===== config.mk =====
export PLATFORM = sky130hd
export DESIGN_NAME = tlp_f2c_sink
export DESIGN_NICKNAME = d
export VERILOG_FILES = /design/src/rtl/tlp_f2c_sink.sv
export SDC_FILE = /design/constraint.sdc
export NUM_CORES = 1
export LEC_CHECK = 0
export BUFFER_PORTS_ARGS = -buffer_cell sky130_fd_sc_hd__buf_4
export CAP_MARGIN = 5
export CORE_UTILIZATION = 25
export CTS_BUF_LIST = sky130_fd_sc_hd__clkbuf_2
export CTS_CLUSTER_DIAMETER = 200
export CTS_CLUSTER_SIZE = 25
export DETAILED_ROUTE_END_ITERATION = 8
export GPL_ROUTABILITY_DRIVEN = 0
export GPL_TIMING_DRIVEN = 0
export PLACE_DENSITY_LB_ADDON = 0.25
export REMOVE_ABC_BUFFERS = 1
export SLEW_MARGIN = 20
export SYNTH_ARGS = -nofsm -noshare
export SYNTH_HDL_FRONTEND = slang
export SYNTH_SLANG_ARGS = --single-unit

===== constraint.sdc =====
create_clock -name clk_in -period 2.9 [get_ports clk_in]
set_input_delay 0.29 -clock clk_in [delete_from_list [all_inputs] [get_ports clk_in]]
set_output_delay 0.29 -clock clk_in [all_outputs]
set_load 0.02 [all_outputs]

===== src/rtl/tlp_f2c_sink.sv =====
// F2C ring sink: forwards 16-QW chunk writes to data_out, checks metric-mailbox
// write pointers, and answers each good metric with a two-QW read-pointer write TLP.
//
// state  | meaning
// IDLE   | waiting for the first header QW of a packet
// HDR1   | second header QW: dwCount/address decide chunk, metric or drop
// DATA   | 16 payload QWs passed straight through to data_out
// MTR    | two-QW metric payload carrying the FPGA write pointer
// DROP   | swallowing a bad packet up to its eop
// ACK0   | presenting acknowledge header QW
// ACK1   | presenting acknowledge address/value QW
module tlp_f2c_sink #(
    parameter logic [28:0] F2C_QWBASE   = 29'h1BADCAFE,
    parameter logic [28:0] MTR_QWBASE   = 29'h1B00BAB5,
    parameter logic [28:0] RDPTR_QWADDR = 29'h40000 + 29'd3,
    parameter logic [15:0] HOST_ID      = 16'h1CCC
) (
    input  logic        clk_in,
    input  logic        reset_in,
    input  logic [63:0] rx_data_in,
    input  logic        rx_valid_in,
    output logic        rx_ready_out,
    input  logic        rx_sop_in,
    input  logic        rx_eop_in,
    output logic [63:0] data_out,
    output logic        valid_out,
    input  logic        ready_in,
    output logic [63:0] ack_data_out,
    output logic        ack_valid_out,
    input  logic        ack_ready_in,
    output logic        ack_sop_out,
    output logic        ack_eop_out,
    output logic [3:0]  rd_ptr_out,
    output logic        err_out
);

    typedef enum logic [2:0] {
        S_IDLE, S_HDR1, S_DATA, S_MTR, S_DROP, S_ACK0, S_ACK1
    } state_t;

    state_t      state_q, state_d;
    logic [9:0]  dw_cnt_q, dw_cnt_d;
    logic [3:0]  beats_left_q, beats_left_d;
    logic        mtr_second_q, mtr_second_d;
    logic [3:0]  wr_idx_q, wr_idx_d;
    logic [3:0]  fpga_wr_ptr_q, fpga_wr_ptr_d;
    logic [3:0]  rd_ptr_q, rd_ptr_d;
    logic        err_q, err_d;

    logic        rx_fire;
    logic [28:0] chunk_qwaddr;
    logic [28:0] hdr_qwaddr;

    assign rx_fire      = rx_valid_in && rx_ready_out;
    assign chunk_qwaddr = F2C_QWBASE + {21'd0, wr_idx_q, 4'd0};
    assign hdr_qwaddr   = rx_data_in[31:3];
    assign data_out     = rx_data_in;
    assign rd_ptr_out   = rd_ptr_q;
    assign err_out      = err_q;

    always_ff @(posedge clk_in) begin
        if (reset_in) begin
            state_q       <= S_IDLE;
            dw_cnt_q      <= '0;
            beats_left_q  <= '0;
            mtr_second_q  <= 1'b0;
            wr_idx_q      <= '0;
            fpga_wr_ptr_q <= '0;
            rd_ptr_q      <= '0;
            err_q         <= 1'b0;
        end else begin
            state_q       <= state_d;
            dw_cnt_q      <= dw_cnt_d;
            beats_left_q  <= beats_left_d;
            mtr_second_q  <= mtr_second_d;
            wr_idx_q      <= wr_idx_d;
            fpga_wr_ptr_q <= fpga_wr_ptr_d;
            rd_ptr_q      <= rd_ptr_d;
            err_q         <= err_d;
        end
    end

    always_comb begin
        state_d       = state_q;
        dw_cnt_d      = dw_cnt_q;
        beats_left_d  = beats_left_q;
        mtr_second_d  = mtr_second_q;
        wr_idx_d      = wr_idx_q;
        fpga_wr_ptr_d = fpga_wr_ptr_q;
        rd_ptr_d      = rd_ptr_q;
        err_d         = err_q;
        rx_ready_out  = 1'b0;
        valid_out     = 1'b0;
        ack_valid_out = 1'b0;
        ack_sop_out   = 1'b0;
        ack_eop_out   = 1'b0;
        ack_data_out  = '0;

        // Outputs stay quiet while reset is held, even before the first reset edge.
        if (!reset_in) begin
            case (state_q)
                S_IDLE: begin
                    rx_ready_out = 1'b1;
                    if (rx_fire) begin
                        if (rx_sop_in && !rx_eop_in && rx_data_in[31:24] == 8'h40) begin
                            dw_cnt_d = rx_data_in[9:0];
                            state_d  = S_HDR1;
                        end else begin
                            err_d   = 1'b1;
                            state_d = rx_eop_in ? S_IDLE : S_DROP;
                        end
                    end
                end
                S_HDR1: begin
                    rx_ready_out = 1'b1;
                    if (rx_fire) begin
                        if (rx_eop_in) begin
                            err_d   = 1'b1;
                            state_d = S_IDLE;
                        end else if (dw_cnt_q == 10'd32 && hdr_qwaddr == chunk_qwaddr) begin
                            beats_left_d = 4'd15;
                            state_d      = S_DATA;
                        end else if (dw_cnt_q == 10'd4 && hdr_qwaddr == MTR_QWBASE) begin
                            mtr_second_d = 1'b0;
                            state_d      = S_MTR;
                        end else begin
                            err_d   = 1'b1;
                            state_d = S_DROP;
                        end
                    end
                end
                S_DATA: begin
                    rx_ready_out = ready_in;
                    valid_out    = rx_valid_in;
                    if (rx_fire) begin
                        if (beats_left_q == 4'd0) begin
                            if (rx_eop_in) begin
                                wr_idx_d = wr_idx_q + 4'd1;
                                state_d  = S_IDLE;
                            end else begin
                                err_d   = 1'b1;
                                state_d = S_DROP;
                            end
                        end else begin
                            beats_left_d = beats_left_q - 4'd1;
                            // Early eop already closed the packet, so nothing is left to drop.
                            if (rx_eop_in) begin
                                err_d   = 1'b1;
                                state_d = S_IDLE;
                            end
                        end
                    end
                end
                S_MTR: begin
                    rx_ready_out = 1'b1;
                    if (rx_fire) begin
                        if (!mtr_second_q) begin
                            fpga_wr_ptr_d = rx_data_in[3:0];
                            mtr_second_d  = 1'b1;
                            if (rx_eop_in) begin
                                err_d   = 1'b1;
                                state_d = S_IDLE;
                            end
                        end else if (!rx_eop_in) begin
                            err_d   = 1'b1;
                            state_d = S_DROP;
                        end else if (fpga_wr_ptr_q == wr_idx_q) begin
                            state_d = S_ACK0;
                        end else begin
                            err_d   = 1'b1;
                            state_d = S_IDLE;
                        end
                    end
                end
                S_DROP: begin
                    rx_ready_out = 1'b1;
                    if (rx_fire && rx_eop_in) begin
                        state_d = S_IDLE;
                    end
                end
                S_ACK0: begin
                    ack_valid_out = 1'b1;
                    ack_sop_out   = 1'b1;
                    ack_data_out  = {HOST_ID, 16'h000F, 8'h40, 14'h0, 10'd1};
                    if (ack_ready_in) begin
                        state_d = S_ACK1;
                    end
                end
                S_ACK1: begin
                    ack_valid_out = 1'b1;
                    ack_eop_out   = 1'b1;
                    ack_data_out  = {28'h0, wr_idx_q, RDPTR_QWADDR, 3'b000};
                    if (ack_ready_in) begin
                        rd_ptr_d = wr_idx_q;
                        state_d  = S_IDLE;
                    end
                end
                default: state_d = S_IDLE;
            endcase
        end
    end

endmodule


==> flow_summary.toml <==
[synthesis]
ys_seq_area_frac = 0.2106
netlist_area_sq_mm = 0.002947
synth-edff-count = 0
syn_avg_cell_area_sq_um = 7.985
synthFlopType = "dfxtp_1"
synth_cells = 369
async_flop_share = 0
synth_cell_types = 60
yosysWarnings = 0
ys_ff_latch = 31

[global_routing]
gr-total-overflow = 0
first_global_vias = 2232
track_usage = 0.1436
grt_max_degree = 36
use_met1 = 0.1826
grt_pass1_wl_um = 13170
top_usage_layer = "met2"
antenna_found_initial = 1
globalRouteMet3Util = 0.09879
met2_usage = 0.1909

[timing]
final.min_clock_period_ns = 2.459
fmax_mhz = 406.6
slew_viol_final = 0
grt_setup_unrepaired = "false"
slew_headroom = 0.5665
setup_viol = 0
worst_slew_pin_slew_ns = 0.6444
period_share = 0.8481
skew_ns = 0.002108
finalHoldViolCount = 0

[final_layout]
layout_commonest_cell = "buf_4"
syn_to_final_growth_pct = 4.289
final_net_count = 455
final_cell_mix = "buf_4 (96), conb_1 (48), nor2_1 (44)"
drive_above_1_share = 0.3037
fin_util = 0.2680

[placement]
portBuffers = 96
post-dp-hpwl_um = 7315

[clock_tree]
clockRootBuffer = "clkbuf_2"
cts_resized = 0
tritoncts = "done"
cts_buffer_depth = 2
post_cts_buffers = 0
cts-buffers-inserted = 5
cts.clk_slew.worst_paths_ns = 0.18
cts_max_level = 2
clock_latency_ns = 0.37
clock-sinks = 31
holdBufCountCts = 0

[pwr]
power_leakage_nw = 1.353
max-vdd-ir-drop_mv = 0.1154
fin_total_pwr_w = 0.0008947
power_density_mw_per_mm2 = 291.2

[critical_path]
reg2reg_to = "beats_left_q[0]"
max_stage_delay_ns = 0.73
crit_fanout = 17
crit_family = "simple AND/OR/NAND/NOR gates"
critical_path_arrival_ns = 2.17
cpMaxStageDelayCell = "dfxtp_1"
worstPathRequired_ns = 2.61
r2r-start = "state_q[0]"
rr_worst_depth = 6
rrSetupSlack_ns = 0.51
path_buf_inv = 1
crit_type = "flop to output port"
end_kind = "output port"
cp_cell_sequence = "nand2_1 -> nor2_1 -> buf_4"
start_kind = "flop"

[detailed_routing]
antenna_left = 0
drt_iter0_drc = 90
wl_per_cell_um = 17.12
vias = 2383
wirelength_um = 9006
drc = 0
drtPass1Iterations = 4
vias_per_cell = 4.530

[status]
status = "complete, no violations"

[worst_hold_path]
hold_end = "dw_cnt_q[0]"
worstHoldStart = "rx_data_in[0]"
hold_path_depth = 3
hp-class = "primary input to flop"

[die]
fp-row-count = 39
num_io_pins = 209
dieArea_sq_mm = 0.01222
initial_utilization = 0.2570
core_area_sq_mm = 0.01147
die_x_um = 110.6
die_h_um = 110.6

[job]
maxCapViolCount = 0
==> power by group <==
part / switching [W] / leakage [nW] / internal, W
clock: 0.000168 / 0.0290 / 0.0000616
combinational: 0.000152 / 1.07 / 0.0000804
sequential: 0.00000362 / 0.250 / 0.000429
==> state kept, by name, summed over array words and instances (netlist names) <==
| register | flops |
|---|---|
| state_q | 3 |
| beats_left_q | 4 |
| err_out | 1 |
| dw_cnt_q | 10 |
| wr_idx_q | 4 |
| mtr_second_q | 1 |
| fpga_wr_ptr_q | 4 |
| rd_ptr_out | 4 |
==> stage by stage <==
stage          setup WS, ns  area [sq um]  hold WS (ns)  std cells  setup TNS [ns]
3_5_place_dp         0.5414          3028        0.4725        517               0
3_3_place_gp         0.5737          3028        0.4633        517               0
5_1_grt              0.2344          3073        0.1311        526               0
4_1_cts              0.4325          3070        0.1347        525               0
2_1_floorplan       -0.4512          2128        0.3562        278          -4.061
6_report             0.4406          3073        0.1613        526               0
==> metal layers <==
layer / wire length [um] / vias to the layer above
li1: - / 1119
met1: 4005 / 1104
met2: 3600 / 147
met3: 1255 / 11
met4: 70 / 2
met5: 73 / -
==> synth_stat cells (7+ instances only) <==
master	count	area [sq um]
inv_1	7	26.28
buf_4	123	923.4
nor2_1	44	165.2
mux2i_1	16	160.2
o21ai_0	8	40.04
nand3_1	7	35.03
nand2_1	13	48.80
clkbuf_1	7	26.28
dfxtp_1	31	620.6
a21oi_1	15	75.07
xor2_1	7	61.31
==> logic make-up (layout without fill, tap and decap cells) <==
| kind of cell | count (synthesis) | in the layout | share of synthesized area |
|---|---|---|---|
| other | 1 | 49 | 0.001273 |
| AND/OR/NAND/NOR | 115 | 115 | 0.2204 |
| AO/OA/AOI/OAI | 46 | 46 | 0.1185 |
| flip-flops | 31 | 31 | 0.2106 |
| buffers and inverters | 145 | 111 | 0.3465 |
| multiplexers | 16 | 16 | 0.05435 |
| XOR/XNOR | 12 | 12 | 0.03567 |
| adder cells (fa/ha/maj) | 3 | 3 | 0.01274 |
==> final cells by class <==
class / count / area (sq um)
Antenna cell: 1 / 2.502
Clock buffer: 6 / 30.03
Clock inverter: 2 / 12.51
Fill cell: 1254 / 8394
Inverter: 7 / 26.28
Multi-Input combinational cell: 240 / 1481
Sequential cell: 31 / 620.6
Tap cell: 143 / 178.9
Timing Repair Buffer: 96 / 720.7
==> worst max path at each step <==
stage / start / endpoint / depth (start not counted) / slack (ns)
after floorplan: state_q[0] / ack_data_out[0] / 2 / -0.45
after global placement: wr_idx_q[0] / beats_left_q[0] / 8 / 0.57
after detailed placement: wr_idx_q[0] / beats_left_q[0] / 8 / 0.54
after CTS: state_q[0] / ack_data_out[60] / 3 / 0.43
after global routing: state_q[2] / ack_data_out[51] / 3 / 0.23
final: state_q[2] / ack_data_out[59] / 3 / 0.44
==> worst register-to-register path: cells and delay by family, from the launching register on <==
family          cells  cell delay (ns)
compound gates      2             0.42
flops               1             0.71
simple gates        4             1.18
No activity file was read; power rests on OpenSTA's default activity.
